==> src/rtl/mc_seq.sv <==
// Multi-cycle FETCH/DECODE/EXEC/MEM/WB sequencer for the RV32I subset core.
// Shares one memory port between instruction fetch and data access.
module mc_seq (
   input  logic       clk,
   input  logic       rst,
   input  logic [6:0] Op,
   input  logic [6:0] Funct7,
   input  logic [2:0] Funct3,
   input  logic       Zero,
   input  logic       mem_ready,
   output logic       MemReq,
   output logic       MemWrite,
   output logic       IorD,
   output logic       IRWrite,
   output logic       MDRWrite,
   output logic       RegWrite,
   output logic [1:0] WDSel,
   output logic       PCWrite,
   output logic [2:0] NPCOp,
   output logic       illegal,
   output logic [2:0] state
);

   typedef enum logic [2:0] {
      S_FETCH  = 3'd0,
      S_DECODE = 3'd1,
      S_EXEC   = 3'd2,
      S_MEM    = 3'd3,
      S_WB     = 3'd4,
      S_TRAP   = 3'd7
   } state_t;

   state_t r_state;
   state_t w_next;

   logic w_is_alu;
   logic w_is_load;
   logic w_is_store;
   logic w_is_branch;
   logic w_is_jal;
   logic w_is_jalr;
   logic w_legal;

   always_comb begin
      w_is_alu    = 1'b0;
      w_is_load   = 1'b0;
      w_is_store  = 1'b0;
      w_is_branch = 1'b0;
      w_is_jal    = 1'b0;
      w_is_jalr   = 1'b0;
      case (Op)
         7'b0110011: w_is_alu    = (Funct3 == 3'b000) &&
                                   ((Funct7 == 7'b0000000) || (Funct7 == 7'b0100000));
         7'b0010011: w_is_alu    = (Funct3 == 3'b000);
         7'b0000011: w_is_load   = (Funct3 <= 3'b010);
         7'b0100011: w_is_store  = (Funct3 <= 3'b010);
         7'b1100011: w_is_branch = (Funct3 != 3'b010) && (Funct3 != 3'b011);
         7'b1101111: w_is_jal    = 1'b1;
         7'b1100111: w_is_jalr   = 1'b1;
         default:    ;
      endcase
      w_legal = w_is_alu | w_is_load | w_is_store | w_is_branch | w_is_jal | w_is_jalr;
   end

   always_ff @(posedge clk) begin
      if (rst) r_state <= S_FETCH;
      else     r_state <= w_next;
   end

   always_comb begin
      w_next   = r_state;
      MemReq   = 1'b0;
      MemWrite = 1'b0;
      IorD     = 1'b0;
      IRWrite  = 1'b0;
      MDRWrite = 1'b0;
      RegWrite = 1'b0;
      WDSel    = 2'b00;
      PCWrite  = 1'b0;
      NPCOp    = 3'b000;
      case (r_state)
         S_FETCH: begin
            MemReq = 1'b1;
            if (mem_ready) begin
               IRWrite = 1'b1;
               w_next  = S_DECODE;
            end
         end
         S_DECODE: w_next = w_legal ? S_EXEC : S_TRAP;
         S_EXEC: begin
            if (w_is_alu) begin
               w_next = S_WB;
            end else if (w_is_load || w_is_store) begin
               w_next = S_MEM;
            end else if (w_is_branch) begin
               PCWrite = 1'b1;
               NPCOp   = Zero ? 3'b001 : 3'b000;
               w_next  = S_FETCH;
            end else if (w_is_jal || w_is_jalr) begin
               RegWrite = 1'b1;
               WDSel    = 2'b10;
               PCWrite  = 1'b1;
               NPCOp    = w_is_jal ? 3'b010 : 3'b100;
               w_next   = S_FETCH;
            end else begin
               w_next = S_TRAP;
            end
         end
         S_MEM: begin
            MemReq   = 1'b1;
            IorD     = 1'b1;
            MemWrite = w_is_store;
            if (mem_ready) begin
               if (w_is_store) begin
                  PCWrite = 1'b1;
                  w_next  = S_FETCH;
               end else begin
                  MDRWrite = 1'b1;
                  w_next   = S_WB;
               end
            end
         end
         S_WB: begin
            RegWrite = 1'b1;
            WDSel    = w_is_load ? 2'b01 : 2'b00;
            PCWrite  = 1'b1;
            w_next   = S_FETCH;
         end
         S_TRAP: w_next = S_TRAP;
         default: w_next = S_FETCH;
      endcase
      // Reset overrides the state decode so a pending memory request is withdrawn at once.
      if (rst) begin
         MemReq   = 1'b0;
         MemWrite = 1'b0;
         IorD     = 1'b0;
         IRWrite  = 1'b0;
         MDRWrite = 1'b0;
         RegWrite = 1'b0;
         WDSel    = 2'b00;
         PCWrite  = 1'b0;
         NPCOp    = 3'b000;
      end
   end

   assign illegal = (r_state == S_TRAP);
   assign state   = r_state;

endmodule
==> config.mk <==
export PLATFORM = sky130hd
export DESIGN_NAME = mc_seq
export DESIGN_NICKNAME = d
export VERILOG_FILES = /design/src/rtl/mc_seq.sv
export SDC_FILE = /design/constraint.sdc
export NUM_CORES = 1
export LEC_CHECK = 0
export ABC_AREA = 1
export CORE_UTILIZATION = 31
export CTS_CLUSTER_DIAMETER = 150
export CTS_CLUSTER_SIZE = 25
export DETAILED_ROUTE_END_ITERATION = 6
export GPL_TIMING_DRIVEN = 0
export MAX_ROUTING_LAYER = met4
export PLACE_DENSITY_LB_ADDON = 0.3
export SYNTH_ARGS = -nofsm -noshare
export SYNTH_HDL_FRONTEND = slang
export SYNTH_SLANG_ARGS = --single-unit
==> constraint.sdc <==
create_clock -name clk -period 1.3 [get_ports clk]
set_clock_uncertainty 0.05 [all_clocks]
set_input_delay 0.26 -clock clk [delete_from_list [all_inputs] [get_ports clk]]
set_output_delay 0.26 -clock clk [all_outputs]
set_load 0.01 [all_outputs]
==> results_tabular.tex, run 1 <==
\begin{tabular}{lr}
\hline
Metric & Value \\
\hline
\multicolumn{2}{l}{\textbf{Status}} \\
\quad Result of the run & finished with violations \\
\quad Violated checks & DRC, setup timing \\
\multicolumn{2}{l}{\textbf{Min path}} \\
\quad Hold/Removal Path Class & in -> reg \\
\multicolumn{2}{l}{\textbf{Yosys}} \\
\quad Biggest area contributors in the synthesized netlist & nand2\_1 (16\%), dfxtp\_1 (11\%), nor2\_1 (11\%), nand3\_1 (10\%), inv\_1 (7.6\%) \\
\quad Mapped cell area & 543 sq um \\
\quad Synth warn & 0 \\
\quad Post-synthesis cell type with the largest combined area & nand2\_1 \\
\quad Number of distinct library cells after synthesis & 22 \\
\quad Seq/Total Area, Yosys & 0.111 \\
\quad Gate count after technology mapping & 100 \\
\quad Area share of the leading cell type in the synthesized netlist & 0.159 \\
\quad Post-synthesis sequential element count & 3 \\
\quad Syn Nets & 121 \\
\quad Post-Synthesis Mean Instance Area & 5.43 sq um \\
\multicolumn{2}{l}{\textbf{Final layout}} \\
\quad Synthesis-to-layout area growth & 113\% \\
\quad Layout cell share with drive strength beyond 1 & 0.680 \\
\quad Fraction of the core area covered by cells at the end of the flow & 0.733 \\
\quad Final-layout fill cell count & 121 \\
\quad Final antenna diode count & 0 \\
\quad Net count reported at finish & 175 \\
\quad Fin cells & 169 \\
\quad Most frequent standard cell in the layout excluding fill and tap cells & nand2\_1 \\
\quad Max FFs per register & 3 \\
\quad Most used cells in the layout excluding fill and tap cells & nand2\_1 (18), buf\_2 (16), buf\_6 (11) \\
\multicolumn{2}{l}{\textbf{Power and ir drop}} \\
\quad Portion of total power attributed to the clock network & 0.138 \\
\quad Relative contribution of combinational cells to total power & 0.690 \\
\quad Switching share of total power & 0.477 \\
\quad Proportion of power drawn by flip-flops and latches & 0.172 \\
\quad Net switching power & 571 uW \\
\quad Maximum resistive drop on vdd & 0.000887 V \\
\quad Internal cell power & 627 uW \\
\quad Static leakage & 0.000566 uW \\
\quad Power density over the cells & 1040 nW/um\^{}2 \\
\multicolumn{2}{l}{\textbf{STA}} \\
\quad PnR worst setup slack & -0.346 ns \\
\quad Max Clk Rate & 0.607 GHz \\
\quad Transition time at the pin with the least slew margin & 0.220 ns \\
\quad Hold violation total from the final report & 0 \\
\quad Share of the cycle needed by the critical path after routing & 1.27 \\
\quad Slew margin rel. & 0.853 \\
\quad Final-report setup violation count & 14 \\
\quad Setup repair after global routing missed its margin & yes \\
\quad Total negative slack & -2.92 ns \\
\quad Max-slew violations & 0 \\
\quad Final critical delay including setup and external delays & 1.65 ns \\
\multicolumn{2}{l}{\textbf{Global routing}} \\
\quad First-pass GRT wire length & 3370 um \\
\quad Total routing resource utilization after global routing & 0.244 \\
\quad Initial antenna violation count & 0 \\
\quad Remaining Overflow, GRT & 0 \\
\quad Number of global-route vias before repair & 831 \\
\quad Maximum number of pins on one net before global-route repair & 9 \\
\multicolumn{2}{l}{\textbf{Route}} \\
\quad Drt first pass iters & 7 \\
\quad Detailed-route vias per instance & 5.14 \\
\quad Number of antenna-violating nets in the routed design & 0 \\
\quad Final routed wirelength across all metal layers & 2320 um \\
\quad Remaining design rule violation count & 3 \\
\quad Average routed wire per standard cell & 13.7 um \\
\quad 1st-iter DRT viols & 26 \\
\quad Number of vias after detailed routing & 868 \\
\multicolumn{2}{l}{\textbf{Setup path}} \\
\quad Required time worst endpoint & 0.99 ns \\
\quad Kind of end point of the critical path & primary output \\
\quad Largest driver fanout on the critical path & 5 \\
\quad Arrival time reported for the critical path endpoint & 1.34 ns \\
\quad Path type of the worst setup path & reg -> out \\
\quad Longest individual stage delay on the worst path & 0.36 ns \\
\quad Slowest stage cell, crit path & dfxtp\_4 \\
\quad Startpoint Class & flop \\
\quad Chain of cells forming the critical path & nor3\_4 > nand2\_1 > nor2\_2 > nand2\_2 > a21oi\_2 > buf\_2 \\
\multicolumn{2}{l}{\textbf{Clocking}} \\
\quad TritonCTS clock tree & yes \\
\quad Clock Latency Late Sink & 0.23 ns \\
\quad Clk sinks & 3 \\
\quad CTS H-tree depth & 1 \\
\quad Clk Tree Root Cell & clkbuf\_4 \\
\quad Inserted Clock Buffers & 3 \\
\quad Count of hold buffers inserted by post-cts repair & 0 \\
\quad Maximum root-to-sink buffer count & 2 \\
\quad Clock input transition at the sequential cells of the worst setup and hold paths & 0.04 ns \\
\multicolumn{2}{l}{\textbf{Placement}} \\
\quad Number of port buffers & 34 \\
\quad DP Wirelength & 1360 um \\
\quad Setup slack at placement & -1.14 ns \\
\quad Gp weighted congestion & 0.843 \\
\quad Placed cells & 150 \\
\multicolumn{2}{l}{\textbf{Floorplan}} \\
\quad Initial core utilization & 0.344 \\
\quad Core area & 1580 sq um \\
\quad IO Count & 37 \\
\quad Area enclosed by the die boundary & 1920 sq um \\
\quad Die extent in x & 43.9 um \\
\quad Die H & 43.9 um \\
\quad Standard-cell rows & 14 \\
\multicolumn{2}{l}{\textbf{Job}} \\
\quad Reported max-cap violation count & 0 \\
\hline
\end{tabular}
==> cell usage after synthesis, drive strengths merged <==
cell	n
nand2	28
nor2	20
inv	15
nand3	15
a21oi	5
nor3	4
dfxtp	3
o21ai	3
nand4	2
a211oi	1
a31oi	1
and3b	1
clkbuf	1
clkinv	1
==> layout make-up <==
cell class	instances	area, sq um	area share
buffer	1	5.00	0.00433
clock buffer	4	26.3	0.0227
inverter	16	65.1	0.0563
multi-input combinational	80	583	0.504
sequential	3	71.3	0.0617
tap	16	20.0	0.0173
timing repair buffer	49	385	0.333
==> worst paths after layout <==
check,startpoint,end,slack (ns),depth (start not counted)
max reg2reg,state[1],state[0],0.10,8
min,rst,state[2],0.41,4
max,state[0],WDSel[1],-0.35,6
min reg2reg,state[1],state[2],0.64,4
==> timing repair <==
action / CTS / global route
setup endpoints to repair: 19 / 17
pin swaps: 27 / 25
resized for setup: 136 / 47
endpoints found under the hold margin: 0 / 0
setup buffers: 24 / 5
==> through the flow <==
step | total power [uW] | hold WS, ns | area, sq um
2_1_floorplan | 590 | 0.402 | 573
3_3_place_gp | 839 | 0.611 | 933
3_5_place_dp | 855 | 0.602 | 933
4_1_cts | 1070 | 0.463 | 1120
5_1_grt | 1270 | 0.464 | 1160
6_report | 1200 | 0.408 | 1160
==> cells by family after synthesis <==
logic type / after synthesis / synth area share
flip-flops: 3 / 0.111
AND/OR/NAND/NOR: 70 / 0.643
AO/OA/AOI/OAI: 10 / 0.129
buffers and inverters: 17 / 0.117
==> layer usage <==
layer,wire length (um),up-vias,share of wire,GRT usage
met4,29,0,0.013,0.0667
li1,-,429,-,-
met3,121,4,0.052,0.0500
met5,0,-,0,-
met1,842,401,0.36,0.245
met2,1330,34,0.57,0.469
==> worst max-delay path, delay by kind of cell, from the launching register on <==
family / cells / cell delay [ns]
DFF: 1 / 0.36
buffers and inverters: 1 / 0.14
AOI/OAI and AO/OA: 1 / 0.11
and+or+nand+nor: 4 / 0.49
==> power by group through the flow <==
stage               logic [uW]  registers (uW)  clock network [uW]
finish                     827             206                 165
global route               883             214                 176
CTS                        692             208                 167
detailed placement         651             204                   0
global placement           635             204                   0
floorplan                  376             215                   0
(Power assumes the default switching activity.)
==> run 2, diff against run 1 <==
--- a/config.mk
+++ b/config.mk
@@ -6,10 +6,13 @@
 export NUM_CORES = 1
 export LEC_CHECK = 0
 export ABC_AREA = 1
-export CORE_UTILIZATION = 31
+export CAP_MARGIN = 20
+export CORE_AREA = 2 2 39 41
 export CTS_CLUSTER_DIAMETER = 150
 export CTS_CLUSTER_SIZE = 25
 export DETAILED_ROUTE_END_ITERATION = 6
+export DIE_AREA = 0 0 41 43
+export DONT_BUFFER_PORTS = 1
 export GPL_TIMING_DRIVEN = 0
 export MAX_ROUTING_LAYER = met4
 export PLACE_DENSITY_LB_ADDON = 0.3
==> run 2 against run 1 <==
The run ends with setup timing left. Combinational power decreased by 17%. Global-route usage decreased by 4.8 points. Sequential share of layout area increased by 2.8 points. Critical endpoint is now PCWrite. Largest power group unchanged. Highest routed layer is now met3.
==> results_tabular.tex, run 2 (synthesis results as in run 1) <==
\begin{tabular}{lr}
\hline
Metric & Value \\
\hline
\multicolumn{2}{l}{\textbf{Route}} \\
\quad M1 wire length & 576 um (-32\%) \\
\quad Final routed wirelength across all metal layers & 1480 um (-36\%) \\
\quad 1st-iter DRT viols & 7 (-73\%) \\
\quad Wire length on met3 & 116 um (-4.1\%) \\
\quad Number of antenna-violating nets in the routed design & 0 (unchanged) \\
\quad Top layer reached by signal wires & met3 \\
\quad Detailed-route vias per instance & 5.43 (+5.8\%) \\
\quad Routed met2 length & 783 um (-41\%) \\
\quad Remaining design rule violation count & 0 (-3) \\
\quad Average routed wire per standard cell & 11.8 um (-14\%) \\
\quad Drt first pass iters & 4 (-3) \\
\quad Number of vias after detailed routing & 679 (-22\%) \\
\multicolumn{2}{l}{\textbf{STA}} \\
\quad PnR worst setup slack & -0.286 ns (+0.0597 ns) \\
\quad Max Clk Rate & 0.630 GHz (+3.8\%) \\
\quad Final-report setup violation count & 14 (unchanged) \\
\quad Hold violation total from the final report & 0 (unchanged) \\
\quad Final critical delay including setup and external delays & 1.59 ns (-0.0597 ns) \\
\quad Share of the cycle needed by the critical path after routing & 1.22 (-0.0459) \\
\quad Max-slew violations & 0 (unchanged) \\
\quad Transition time at the pin with the least slew margin & 0.325 ns (+0.105 ns) \\
\quad Slew margin rel. & 0.783 (-0.0701) \\
\quad Setup repair after global routing missed its margin & yes \\
\multicolumn{2}{l}{\textbf{Setup path}} \\
\quad CP startpoint & state[0] \\
\quad Reg-to-Reg Start & state[1] \\
\quad Chain of cells forming the critical path & nand2\_2 > inv\_2 > nand2\_4 > inv\_1 > nand2\_1 > a31oi\_4 \\
\quad Depth of the worst register-to-register path & 8 (unchanged) \\
\quad Reg-to-Reg End & state[0] \\
\quad Path type of the worst setup path & reg -> out \\
\quad Worst reg2reg setup slack & -0.03 ns (-0.13 ns) \\
\quad Category of cells accounting for the largest share of critical-path delay & flip-flops \\
\quad Arrival time reported for the critical path endpoint & 1.28 ns (-0.06 ns) \\
\quad Kind of end point of the critical path & primary output \\
\quad Startpoint Class & flop \\
\quad Largest driver fanout on the critical path & 5 (unchanged) \\
\quad Crit path buffers/inverters & 2 (+1) \\
\quad Longest individual stage delay on the worst path & 0.39 ns (+0.03 ns) \\
\quad Slowest stage cell, crit path & dfxtp\_4 \\
\quad Required time worst endpoint & 0.99 ns (about the same) \\
\multicolumn{2}{l}{\textbf{Power and ir drop}} \\
\quad Portion of total power attributed to the clock network & 0.147 (+0.009) \\
\quad Proportion of power drawn by flip-flops and latches & 0.222 (+0.050) \\
\quad Internal cell power & 555 uW (-12\%) \\
\quad Maximum resistive drop on vdd & 0.00109 V (+23\%) \\
\quad Power density over the cells & 1410 nW/um\^{}2 (+36\%) \\
\quad Net switching power & 528 uW (-7.6\%) \\
\quad Relative contribution of combinational cells to total power & 0.631 (-0.059) \\
\quad Switching share of total power & 0.488 (+0.0108) \\
\quad Total Power & 1080 uW (-9.7\%) \\
\quad Static leakage & 0.000322 uW (-43\%) \\
\multicolumn{2}{l}{\textbf{Min path}} \\
\quad Hold worst-path end & state[0] \\
\quad Start point of the worst min-delay path & mem\_ready \\
\quad Hold/Removal Path Class & in -> reg \\
\quad Number of cells traversed by the worst hold path & 3 (-1) \\
\multicolumn{2}{l}{\textbf{Floorplan}} \\
\quad Die H & 43 um (-1.9\%) \\
\quad IO Count & 37 (unchanged) \\
\quad Initial core utilization & 0.392 (+0.0480) \\
\quad Die extent in x & 41 um (-6.5\%) \\
\quad Core area & 1380 sq um (-12\%) \\
\quad Area enclosed by the die boundary & 1760 sq um (-8.3\%) \\
\quad Standard-cell rows & 14 (unchanged) \\
\multicolumn{2}{l}{\textbf{Global routing}} \\
\quad Number of global-route vias before repair & 588 (-29\%) \\
\quad First-pass GRT wire length & 2390 um (-29\%) \\
\quad Total routing resource utilization after global routing & 0.196 (-0.0482) \\
\quad Initial antenna violation count & 0 (unchanged) \\
\quad Remaining Overflow, GRT & 0 (unchanged) \\
\quad Maximum number of pins on one net before global-route repair & 9 (unchanged) \\
\multicolumn{2}{l}{\textbf{Final layout}} \\
\quad Most frequent standard cell in the layout excluding fill and tap cells & nand2\_1 \\
\quad Most used cells in the layout excluding fill and tap cells & nand2\_1 (21), nor2\_1 (11), inv\_1 (10), nand3\_1 (10) \\
\quad Synthesis-to-layout area growth & 41.5\% \\
\quad Cell area after layout & 768 sq um (-34\%) \\
\quad Layout cell share with drive strength beyond 1 & 0.468 (-0.212) \\
\quad Final antenna diode count & 0 (unchanged) \\
\quad Net count reported at finish & 131 (-25\%) \\
\quad Max FFs per register & 3 (unchanged) \\
\multicolumn{2}{l}{\textbf{Clocking}} \\
\quad CTS H-tree depth & 1 (unchanged) \\
\quad Inserted Clock Buffers & 3 (unchanged) \\
\quad TritonCTS clock tree & yes \\
\quad Clk Tree Root Cell & clkbuf\_4 \\
\quad Clk sinks & 3 (unchanged) \\
\quad Clock Latency Late Sink & 0.23 ns (about the same) \\
\quad Clock input transition at the sequential cells of the worst setup and hold paths & 0.03 ns (about the same) \\
\quad Maximum root-to-sink buffer count & 2 (unchanged) \\
\quad Count of hold buffers inserted by post-cts repair & 0 (unchanged) \\
\multicolumn{2}{l}{\textbf{Job}} \\
\quad Reported max-cap violation count & 0 (unchanged) \\
\multicolumn{2}{l}{\textbf{Placement}} \\
\quad Gp weighted congestion & 0.824 (-2.3\%) \\
\quad Area after detailed placement & 593 sq um (-36\%) \\
\quad DP Wirelength & 1110 um (-19\%) \\
\quad Setup slack at placement & -0.147 ns (+0.998 ns) \\
\quad Number of port buffers & 0 (-100\%) \\
\multicolumn{2}{l}{\textbf{Status}} \\
\quad Violated checks & setup timing \\
\quad Result of the run & finished with violations \\
\hline
\end{tabular}
run 2: cell types whose count changed in the layout (fill, tap and decap cells not counted), sizes merged:
cell	before	now
buf	38	5
clkdlybuf4s50	1	0
dlymetal6s2s	1	0
dlygate4sd2	3	0
clkbuf	11	5
run 2: per-stage QoR:
stage	hold slack, ns	setup TNS [ns]	utilization	std cells
3_3_place_gp	0.438	-0.629	0.429	116
5_1_grt	0.269	-3.64	0.555	125
2_1_floorplan	0.402	-0.194	-	100
3_5_place_dp	0.432	-0.763	0.429	116
4_1_cts	0.219	-2.70	0.494	123
6_report	0.253	-2.61	0.555	125
run 2: worst max path at each step:
stage	endpoint	slack (ns)	cells past startpoint
CTS	WDSel[1]	-0.32	6
finish	PCWrite	-0.29	6
detailed placement	WDSel[1]	-0.15	6
global placement	WDSel[1]	-0.14	6
floorplan	WDSel[1]	-0.07	6
global route	PCWrite	-0.37	6
run 2: repair_timing:
item                                    CTS  global route
buffers inserted                          3             2
pin swaps                                 5             6
resized for setup                        10            18
endpoints found under the setup margin   14            16
run 2: cell type report:
type                            count  area (sq um)
Buffer                              1          5.00
Clock buffer                        4          26.3
Fill cell                         137           616
Inverter                           16          62.6
Multi-Input combinational cell     80           544
Sequential cell                     3          68.8
Tap cell                           16          20.0
Timing Repair Buffer                5          41.3
run 2: worst min-delay path: stages:
cell and delay [ns]:
inv_1 0.06, nand2_1 0.11, nand2_1 0.06
run 2: per-layer routing:
metal	vias up	GRT usage
met5	-	-
met4	0	0.0133
met3	0	0.0628
met2	32	0.306
met1	306	0.252
li1	341	-
run 2: power by group through the flow:
stage,Sequential (uW),Clock (uW),Combinational (uW)
2_1_floorplan,215,0,376
3_3_place_gp,226,0,430
3_5_place_dp,230,0,433
4_1_cts,234,168,540
5_1_grt,246,179,753
6_report,241,159,683
